[src/rtl/multicycle_ctrl.sv]
// Multicycle control FSM (FETCH/DECODE/EXEC/MEM/WB) with retired-instruction counter.
// Optional macro MULTICYCLE_CTRL_TRAP_EN: illegal opcodes enter a sticky TRAP state instead of retiring as NOPs.
module multicycle_ctrl #(
    parameter int CNT_W = 32
) (
    input  logic             clk,
    input  logic             reset,
    input  logic [31:0]      inst_code,
    input  logic             mem_ready,
    input  logic             branch_taken,
    output logic             mem_req,
    output logic             mem_we,
    output logic             mem_sel_data,
    output logic             ir_we,
    output logic             pc_we,
    output logic             alu_src_imm,
    output logic             reg_we,
    output logic [1:0]       pc_src,
    output logic [1:0]       wb_sel,
    output logic [2:0]       state,
    output logic             instr_done,
    output logic [CNT_W-1:0] instret,
    output logic             trap
);

    typedef enum logic [2:0] {
        S_FETCH  = 3'd0,
        S_DECODE = 3'd1,
        S_EXEC   = 3'd2,
        S_MEM    = 3'd3,
        S_WB     = 3'd4,
        S_TRAP   = 3'd5
    } state_t;

    localparam logic [6:0] OP_R     = 7'b0110011;
    localparam logic [6:0] OP_I     = 7'b0010011;
    localparam logic [6:0] OP_LOAD  = 7'b0000011;
    localparam logic [6:0] OP_STORE = 7'b0100011;
    localparam logic [6:0] OP_BR    = 7'b1100011;
    localparam logic [6:0] OP_JAL   = 7'b1101111;
    localparam logic [6:0] OP_JALR  = 7'b1100111;

    state_t           r_state;
    state_t           w_state_next;
    logic [CNT_W-1:0] r_instret;

    logic [6:0] w_opcode;
    logic       w_is_r, w_is_i, w_is_load, w_is_store, w_is_br, w_is_jal, w_is_jalr, w_legal;
    logic       w_unused_inst;

    assign w_opcode      = inst_code[6:0];
    assign w_unused_inst = &{1'b0, inst_code[31:7]};

    assign w_is_r     = (w_opcode == OP_R);
    assign w_is_i     = (w_opcode == OP_I);
    assign w_is_load  = (w_opcode == OP_LOAD);
    assign w_is_store = (w_opcode == OP_STORE);
    assign w_is_br    = (w_opcode == OP_BR);
    assign w_is_jal   = (w_opcode == OP_JAL);
    assign w_is_jalr  = (w_opcode == OP_JALR);
    assign w_legal    = w_is_r | w_is_i | w_is_load | w_is_store | w_is_br | w_is_jal | w_is_jalr;

    always_ff @(posedge clk) begin
        if (reset) begin
            r_state   <= S_FETCH;
            r_instret <= '0;
        end else begin
            r_state <= w_state_next;
            if (instr_done) begin
                r_instret <= r_instret + CNT_W'(1);
            end
        end
    end

    always_comb begin
        w_state_next = r_state;
        mem_req      = 1'b0;
        mem_we       = 1'b0;
        mem_sel_data = 1'b0;
        ir_we        = 1'b0;
        pc_we        = 1'b0;
        alu_src_imm  = 1'b0;
        reg_we       = 1'b0;
        pc_src       = 2'b00;
        wb_sel       = 2'b00;
        instr_done   = 1'b0;

        case (r_state)
            S_FETCH: begin
                mem_req = 1'b1;
                if (mem_ready) begin
                    ir_we        = 1'b1;
                    w_state_next = S_DECODE;
                end
            end
            S_DECODE: begin
                if (w_legal) begin
                    w_state_next = S_EXEC;
                end else begin
`ifdef MULTICYCLE_CTRL_TRAP_EN
                    w_state_next = S_TRAP;
`else
                    pc_we        = 1'b1;
                    instr_done   = 1'b1;
                    w_state_next = S_FETCH;
`endif
                end
            end
            S_EXEC: begin
                alu_src_imm = w_is_i | w_is_load | w_is_store | w_is_jalr;
                if (w_is_br) begin
                    pc_we        = 1'b1;
                    pc_src       = branch_taken ? 2'b01 : 2'b00;
                    instr_done   = 1'b1;
                    w_state_next = S_FETCH;
                end else if (w_is_load || w_is_store) begin
                    w_state_next = S_MEM;
                end else begin
                    w_state_next = S_WB;
                end
            end
            S_MEM: begin
                mem_req      = 1'b1;
                mem_sel_data = 1'b1;
                mem_we       = w_is_store;
                if (mem_ready) begin
                    if (w_is_store) begin
                        pc_we        = 1'b1;
                        instr_done   = 1'b1;
                        w_state_next = S_FETCH;
                    end else begin
                        w_state_next = S_WB;
                    end
                end
            end
            S_WB: begin
                reg_we       = 1'b1;
                pc_we        = 1'b1;
                instr_done   = 1'b1;
                w_state_next = S_FETCH;
                if (w_is_load) begin
                    wb_sel = 2'b01;
                end else if (w_is_jal || w_is_jalr) begin
                    wb_sel = 2'b10;
                end
                if (w_is_jal) begin
                    pc_src = 2'b01;
                end else if (w_is_jalr) begin
                    pc_src = 2'b10;
                end
            end
`ifdef MULTICYCLE_CTRL_TRAP_EN
            S_TRAP: w_state_next = S_TRAP;
`endif
            default: w_state_next = S_FETCH;
        endcase

        // Reset kills any in-flight request in the same cycle, not just at the edge.
        if (reset) begin
            mem_req    = 1'b0;
            mem_we     = 1'b0;
            ir_we      = 1'b0;
            pc_we      = 1'b0;
            reg_we     = 1'b0;
            instr_done = 1'b0;
        end
    end

    assign state   = r_state;
    assign instret = r_instret;

`ifdef MULTICYCLE_CTRL_TRAP_EN
    assign trap = (r_state == S_TRAP);
`else
    assign trap = 1'b0;
`endif

endmodule
[config.mk]
export PLATFORM = sky130hd
export DESIGN_NAME = multicycle_ctrl
export DESIGN_NICKNAME = d
export VERILOG_FILES = /design/src/rtl/multicycle_ctrl.sv
export SDC_FILE = /design/constraint.sdc
export NUM_CORES = 1
export LEC_CHECK = 0
export ABC_AREA = 0
export BUFFER_PORTS_ARGS = -buffer_cell sky130_fd_sc_hd__buf_2
export CAP_MARGIN = 20
export CORE_UTILIZATION = 48
export DETAILED_ROUTE_END_ITERATION = 10
export PLACE_DENSITY = 0.8
export SLEW_MARGIN = 10
export SYNTH_ARGS = -nofsm -noshare
export SYNTH_HDL_FRONTEND = slang
export SYNTH_SLANG_ARGS = --single-unit
export TNS_END_PERCENT = 20
[constraint.sdc]
create_clock -name clk -period 2.5 [get_ports clk]
set_input_delay 0.125 -clock clk [delete_from_list [all_inputs] [get_ports clk]]
set_output_delay 0.125 -clock clk [all_outputs]
set_load 0.005 [all_outputs]
==> results.cfg, run 1 <==
[synth]
netlist_area_um2 = 1970
synth_area_leader_cell = dfxtp_1
syn_area_per_cell_um2 = 8.36
yosys_warnings = 0
async_flop_share_pct = 0
synth_seq_cells = 35
synth_edf_count = 0
ys_types = 50
yosysSeqAreaShare_pct = 35.6
syn_nets = 272
postSynthCellCount = 235
ys.flop_type = dfxtp_1
synth_area_leaders = dfxtp_1 (36%), xor2_1 (6.7%), nor2_1 (5.2%), a21oi_1 (3.8%), or3_1 (3.8%)
synth_top_area_share_pct = 35.6

[drt]
wire_per_inst_um = 13.3
drtIter0Drc = 123
wl_um = 4520
ant_nets = 0
vias = 1913
via_per_inst = 5.63
drtPass1Iterations = 4
route.detailed.drc = 0

[global_route]
grt-ovfl-total = 0
grtUsageTotal_pct = 21.8
grt_pass1_vias = 1619
grt_max_degree = 22
antenna_found_initial = 0
grt_pass1_wl_um = 7240

[cells_and_area]
n_antenna_cell = 0
final_nets = 328
area_growth_pct = 20.6
drive_above_1_share_pct = 27.4

[placement]
io_buffers = 57
gp_congestion = 0.778
post-dp-hpwl_um = 3220
dpl_worst_slack_ps = 320

[power]
ir_drop_mv = 0.251
p_per_area_nw_per_um2 = 451
p_leak_nw = 0.995

[clock_network]
numCtsBuffers = 5
clkTransAtPathRegs_ps = 60
cts_setup_buffers = 0
htreeDepth = 2
postCtsHoldBufs = 0
clockRootBuffer = clkbuf_8
tritoncts = built
clock_latency_ps = 280
cts_resized = 0
cts.sinks = 35
cts_buffer_depth = 2

[sta]
finalMaxSlewViolations = 0
setup_viol = 0
hold_viol = 0
finalClockSkew_ps = 4.53
tightest_slew_ps = 715
finalCritPeriodShare_pct = 89.1
finalCriticalPeriod_ps = 2230
slew_headroom_pct = 52.4
timing.final.ws_setup_ps = 272
rsz0062_at_grt = no
max_clock_freq_mhz = 449
setup_tns_ps = 0

[job]
maxCapViolCount = 0

[critical_path]
end_kind = output pin
required_ps = 2380
max_stage_delay_ps = 460
path_cells = or3b_1 -> nor2_2 -> a31o_2 -> nor2_4 -> inv_2 -> buf_2
critPathArrivalTime_ps = 2100
startpoint_type = flip-flop
crit_slowest_cell = dfxtp_1
crit_path_max_fanout = 14
crit_type = reg2out

[floorplan]
rows = 22
io_pins = 84
initial_core_util_pct = 51.7
dieWidth_um = 66.0
dieArea_um2 = 4350
die_h_um = 66.0
coreArea_um2 = 3800

[hold_path]
hold_path_class = in2reg

[outcome]
outcome = complete, no violations
==> worst max-delay path: cells and delay by family (launching register included) <==
family                 cells  cell delay, ps
buffers and inverters      2             280
flip-flops                 1             460
AO/OA/AOI/OAI              1             360
AND/OR/NAND/NOR            3             710
==> registers in the layout, indices dropped and copies added, names as in the netlist <==
signal and count:
instret 32, state 3
==> Yosys cell counts (3+ instances only) <==
library cell and n:
buf_4 4, nand2_1 12, a21oi_1 15, nand4_1 5
inv_1 6, xnor2_1 3, and2_1 3, nand3_1 7
dfxtp_1 35, nand2b_1 3, nor2b_1 3, nor2_1 27
or3_1 12, nor3_1 7, o21ai_0 14, clkbuf_1 5
xor2_1 15, o2111ai_1 7, o211ai_1 6, and3_1 6
and4_1 6
==> where the power goes <==
part | switching (mW) | internal, mW | total (mW)
registers | 0.00374 | 0.560 | 0.564
clock network | 0.192 | 0.251 | 0.443
logic | 0.0384 | 0.0252 | 0.0636
total | 0.234 | 0.836 | 1.07
==> worst paths after layout <==
check	cells past startpoint	startpoint	endpoint	slack [ps]
worst min-delay path	3	mem_ready	state[2]$_SDFFE_PP0P_	220
worst max register to register	6	state[2]$_SDFFE_PP0P_	instret[22]$_SDFFE_PP0P_	290
worst min register to register	2	instret[31]$_SDFFE_PP0P_	instret[31]$_SDFFE_PP0P_	490
worst max-delay path	6	state[2]$_SDFFE_PP0P_	instr_done	270
==> through the flow <==
step | hold WS [ps] | utilization (%) | power [mW] | instances | instance area (um2)
2_1_floorplan | 276 | - | 0.614 | 235 | 1970
3_3_place_gp | 471 | 59.8 | 0.638 | 332 | 2270
3_5_place_dp | 478 | 59.8 | 0.639 | 332 | 2270
4_1_cts | 211 | 62.4 | 1.08 | 340 | 2370
5_1_grt | 223 | 62.4 | 1.12 | 340 | 2370
6_report | 219 | 62.4 | 1.07 | 340 | 2370
==> kinds of logic after synthesis <==
| group | after synthesis | share of synthesized area [%] |
|---|---|---|
| DFF | 35 | 35.6 |
| buffers and inverters | 19 | 4.90 |
| xor gates and xnor gates | 18 | 8.02 |
| adders and majority gates | 1 | 0.636 |
| other | 1 | 0.191 |
| muxes | 2 | 1.02 |
| and+or+nand+nor | 107 | 31.6 |
| AOI/OAI and AO/OA | 52 | 18.0 |
==> final cells by class <==
type,instances,area (um2)
Fill cell,344,1430
Multi-Input combinational cell,181,1170
Sequential cell,35,701
Timing Repair Buffer,61,315
Clock buffer,8,100
Tap cell,48,60.1
Inverter,7,26.3
==> layout by cell type, fill, tap and decap left out, drive strengths merged, types with 5 or more instances in the layout <==
cell type,Yosys,layout
buf,6,61
dfxtp,35,35
nor2,29,29
o21ai,17,17
a21oi,15,15
xor2,15,15
nand2,12,12
or3,12,12
clkbuf,6,8
nor3,7,7
nand3,7,7
o2111ai,7,7
inv,7,7
and3,7,7
o211ai,7,7
and4,6,6
nand4,5,5
==> routing by layer <==
metal	GRT usage, %	up-vias	share of wire (%)
li1	-	968	-
met1	27.3	882	48
met2	35.7	55	45
met3	5.34	8	5.0
met4	8.78	0	1.4
met5	0	-	0
No activity file was read; power rests on OpenSTA's default activity.
==> run 2: changes to the inputs <==
--- a/config.mk
+++ b/config.mk
@@ -10,6 +10,7 @@
 export CAP_MARGIN = 20
 export CORE_UTILIZATION = 48
 export DETAILED_ROUTE_END_ITERATION = 10
+export GPL_TIMING_DRIVEN = 0
 export PLACE_DENSITY = 0.8
 export SLEW_MARGIN = 10
 export SYNTH_ARGS = -nofsm -noshare
==> run 2 against run 1 <==
Against the previous run: sequential power is essentially flat; setup slack worse by 97 ps; routed wire length increased by 4.8%; clock skew is 4.2 ps higher; critical path type unchanged; clock power up 16%; largest cell class unchanged; critical endpoint is now pc_we; via count up 2.8%; power up 7.1%.
==> results.cfg, run 2 (synthesized netlist as in run 1, its figures left out) <==
[job]
maxCapViolCount = 0

[drt]
vias = 1966
drtIter0Drc = 85
route.detailed.drc = 0
ant_nets = 0
drtPass1Iterations = 7
wire_per_inst_um = 13.6
via_per_inst = 5.65
wl_um = 4730

[clock_network]
clock_latency_ps = 300
cts.sinks = 35
clockRootBuffer = clkbuf_8
cts_setup_buffers = 0
postCtsHoldBufs = 0
tritoncts = built
clkTransAtPathRegs_ps = 70
cts_buffer_depth = 2
numCtsBuffers = 5
cts_resized = 0
htreeDepth = 2

[global_route]
grtUsageTotal_pct = 23.7
grt_pass1_vias = 1680
grt_pass1_wl_um = 7800
grt_max_degree = 13
antenna_found_initial = 0
grt-ovfl-total = 0

[floorplan]
rows = 22
dieArea_um2 = 4350
dieWidth_um = 66.0
io_pins = 84
initial_core_util_pct = 51.7
die_h_um = 66.0
coreArea_um2 = 3800

[critical_path]
end_kind = output pin
startpoint_type = flip-flop
critPathArrivalTime_ps = 2200
cp_num_buf_inv = 5
path_cells = or3b_1 -> nor2_2 -> a31o_2 -> buf_4 -> nor2_4 -> buf_6 -> inv_2 -> buf_4 -> buf_2
crit_slowest_cell = dfxtp_1
required_ps = 2380
crit_type = reg2out
crit_path_frequent_cell = buf_4
max_stage_delay_ps = 480
path_delay_family = simple AND/OR/NAND/NOR gates
crit_path_max_fanout = 10

[power]
swShare_pct = 22.9
ir_drop_mv = 0.389
p_leak_nw = 1.03
p_int_mw = 0.884
report.power.total_mw = 1.15
p_per_area_nw_per_um2 = 473
p_seq_share_pct = 49.1
p_switching_mw = 0.263
power_frac_clock_pct = 45.0
combPwrFrac_pct = 5.9

[sta]
finalMaxSlewViolations = 0
rsz0062_at_grt = no
finalCritPeriodShare_pct = 93.0
setup_tns_ps = 0
slew_headroom_pct = 59.9
hold_viol = 0
finalCriticalPeriod_ps = 2320
finalClockSkew_ps = 8.78
max_clock_freq_mhz = 430
tightest_slew_ps = 602
setup_viol = 0

[cells_and_area]
final_nets = 336
n_antenna_cell = 0
layout_common_cells = buf_2 (58), dfxtp_1 (35), nor2_1 (27), a21oi_1 (15), xor2_1 (15)
area_growth_pct = 23.3
largest_reg_flops = 32
final_util_pct = 63.8
fillers = 331
final_common_cell = buf_2
drive_above_1_share_pct = 28.0

[hold_path]
hold_path_class = in2reg

[placement]
post-dp-hpwl_um = 3400
gp_congestion = 0.853
io_buffers = 57

[outcome]
outcome = complete, no violations
[run 2: per-layer routing]
| metal | up-vias | share of wire, % | GRT usage, % |
|---|---|---|---|
| met5 | - | 0 | 0 |
| met4 | 0 | 1.3 | 9.57 |
| met3 | 6 | 7.6 | 6.38 |
| met2 | 71 | 44 | 37.0 |
| met1 | 906 | 47 | 30.6 |
| li1 | 983 | - | - |
[run 2: tightest hold or removal path, cell delays in order]
cell and delay [ps]:
buf_2 130, o21ai_0 140, nor4_1 40
[run 2: stage by stage]
step	worst slack (ps)	cells	area [um2]	hold slack, ps
global placement	397	340	2310	470
finish	175	348	2420	185
detailed placement	365	340	2310	479
global route	57.8	348	2420	217
floorplan	537	235	1970	276
CTS	171	348	2420	185
[run 2: worst paths after layout]
check / from / end / slack (ps) / cells after the start
setup / recovery: state[2]$_SDFFE_PP0P_ / pc_we / 180 / 9
hold / removal: mem_ready / state[2]$_SDFFE_PP0P_ / 180 / 3
setup reg to reg: state[1]$_SDFFE_PP0P_ / instret[22]$_SDFFE_PP0P_ / 350 / 7
hold reg to reg: instret[17]$_SDFFE_PP0P_ / instret[17]$_SDFFE_PP0P_ / 490 / 1
[run 2: power by group through the flow]
stage	Clock [mW]	Sequential [mW]	Combinational, mW
after detailed placement	0	0.576	0.0679
after global placement	0	0.576	0.0672
final	0.516	0.563	0.0675
after global routing	0.544	0.563	0.0751
after floorplan	0	0.576	0.0379
after CTS	0.523	0.563	0.0682
[run 2: area by class of cell]
type                    instances  area (um2)  area share (%)
plain buffers                  12        70.1            2.89
clock buffers                   5        68.8            2.84
clock inverters                 3        43.8            1.81
inverters                       7        26.3            1.08
multi-input cells             181        1170            48.2
flip-flops and latches         35         701            28.9
well taps                      48        60.1            2.48
repair buffers                 57         285            11.8
==> run 3: changes to the inputs <==
--- a/config.mk
+++ b/config.mk
@@ -7,11 +7,9 @@
 export LEC_CHECK = 0
 export ABC_AREA = 0
 export BUFFER_PORTS_ARGS = -buffer_cell sky130_fd_sc_hd__buf_2
-export CAP_MARGIN = 20
-export CORE_UTILIZATION = 48
+export CORE_UTILIZATION = 30
 export DETAILED_ROUTE_END_ITERATION = 10
 export GPL_TIMING_DRIVEN = 0
-export PLACE_DENSITY = 0.8
 export SLEW_MARGIN = 10
 export SYNTH_ARGS = -nofsm -noshare
 export SYNTH_HDL_FRONTEND = slang
==> run 3 against run 2 <==
Against the previous run: clock skew decreased by 2.5 ps; clock power is 12% lower; non-clock buffer count unchanged; core utilization fell by 25 points; largest power group unchanged; highest routed layer unchanged.
==> results.cfg, run 3 (synthesized netlist as in run 1, its figures left out) <==
[sta]
setup_viol = 0
tightest_slew_ps = 618
finalCriticalPeriod_ps = 2320
slew_headroom_pct = 58.8
rsz0062_at_grt = no
finalMaxSlewViolations = 0
finalCritPeriodShare_pct = 92.8
setup_tns_ps = 0
finalClockSkew_ps = 6.31
hold_viol = 0
timing.final.ws_setup_ps = 179
max_clock_freq_mhz = 431

[cells_and_area]
area_growth_pct = 24.5
drive_above_1_share_pct = 27.7
finalInstanceArea_um2 = 2450
largest_reg_flops = 32
layout_common_cells = buf_2 (58), dfxtp_1 (35), nor2_1 (27), a21oi_1 (15), xor2_1 (15)
final_util_pct = 38.5
finalNonFillerCells = 377
final_common_cell = buf_2
final_nets = 336
n_antenna_cell = 0
fillers = 678

[drt]
wl_um = 5010
vias = 1919
drtPass1Iterations = 4
via_per_inst = 5.09
route.detailed.drc = 0
wire_per_inst_um = 13.3
ant_nets = 0
drtIter0Drc = 50

[clock_network]
clock_latency_ps = 280
postCtsHoldBufs = 0
cts_setup_buffers = 0
htreeDepth = 2
numCtsBuffers = 5
cts_buffer_depth = 2
clockRootBuffer = clkbuf_8
tritoncts = built
cts_resized = 0
clkTransAtPathRegs_ps = 70
cts.sinks = 35

[global_route]
antenna_found_initial = 0
grt_pass1_wl_um = 8110
grt_pass1_vias = 1709
grt-ovfl-total = 0
grtUsageTotal_pct = 14.5
grt_max_degree = 11

[power]
ir_drop_mv = 0.225
p_int_mw = 0.839
p_leak_nw = 1.02
power_frac_clock_pct = 41.7
combPwrFrac_pct = 6.4
swShare_pct = 22.7
p_switching_mw = 0.246
p_per_area_nw_per_um2 = 443
p_seq_share_pct = 51.9

[floorplan]
dieWidth_um = 82.9
coreArea_um2 = 6350
rows = 29
initial_core_util_pct = 31.0
io_pins = 84
die_h_um = 82.9
dieArea_um2 = 6880

[critical_path]
path_cells = or3b_1 -> nor2_2 -> a31o_2 -> buf_4 -> nor2_4 -> buf_6 -> inv_2 -> buf_4 -> buf_2
cp_num_buf_inv = 5
startpoint_type = flip-flop
end_kind = output pin
crit_slowest_cell = dfxtp_1
crit_type = reg2out
max_stage_delay_ps = 500
crit_path_max_fanout = 10
critPathArrivalTime_ps = 2200
path_delay_family = buffers and inverters
required_ps = 2380
crit_path_frequent_cell = buf_4

[placement]
gp_congestion = 0.894
dpl_worst_slack_ps = 373
place_area_um2 = 2350
dp_cells = 369
io_buffers = 57
post-dp-hpwl_um = 3730

[outcome]
outcome = complete, no violations

[hold_path]
hold_path_class = in2reg

[job]
maxCapViolCount = 0
run 3: changes by cell type in the layout (fill, tap and decap cells not counted), sizes merged:
| cell | change |
|---|---|
| bufinv | -1 |
| clkinv | -2 |
| clkbuf | +3 |
run 3: final timing paths:
check | startpoint | to | slack, ps | cells after the start
min | mem_ready | state[2]$_SDFFE_PP0P_ | 210 | 3
max | state[2]$_SDFFE_PP0P_ | pc_we | 180 | 9
min reg2reg | instret[31]$_SDFFE_PP0P_ | instret[31]$_SDFFE_PP0P_ | 490 | 2
max reg2reg | state[2]$_SDFFE_PP0P_ | instret[8]$_SDFFE_PP0P_ | 360 | 8
run 3: power by group through the flow:
stage               Combinational (mW)  Clock, mW  Sequential [mW]
floorplan                       0.0379          0            0.576
global placement                0.0691          0            0.576
detailed placement              0.0696          0            0.576
CTS                             0.0698      0.470            0.563
global route                    0.0758      0.495            0.563
finish                          0.0694      0.452            0.563
run 3: tightest hold or removal path: cells and delay by family:
kind	cells	cell delay (ps)
simple gates	1	50
buf+inv	1	130
compound gates	1	150
run 3: stage by stage:
step           hold slack (ps)  total power [mW]
3_3_place_gp               462             0.645
2_1_floorplan              276             0.614
3_5_place_dp               477             0.645
5_1_grt                    250              1.13
4_1_cts                    198              1.10
6_report                   212              1.08
run 3: cell type report:
cell class	count	area [um2]	share of cell area (%)
Buffer	12	70.1	2.86
Clock buffer	8	100	4.09
Inverter	7	26.3	1.07
Multi-Input combinational cell	181	1170	47.8
Sequential cell	35	701	28.6
Tap cell	77	96.3	3.94
Timing Repair Buffer	57	285	11.7
run 3: layer usage:
layer / GRT usage, % / share of wire [%] / wire (um)
met4: 3.76 / 0.50 / 25
met5: 0 / 0 / 0
met1: 20.2 / 49 / 2470
met3: 3.28 / 3.6 / 179
met2: 22.5 / 47 / 2340
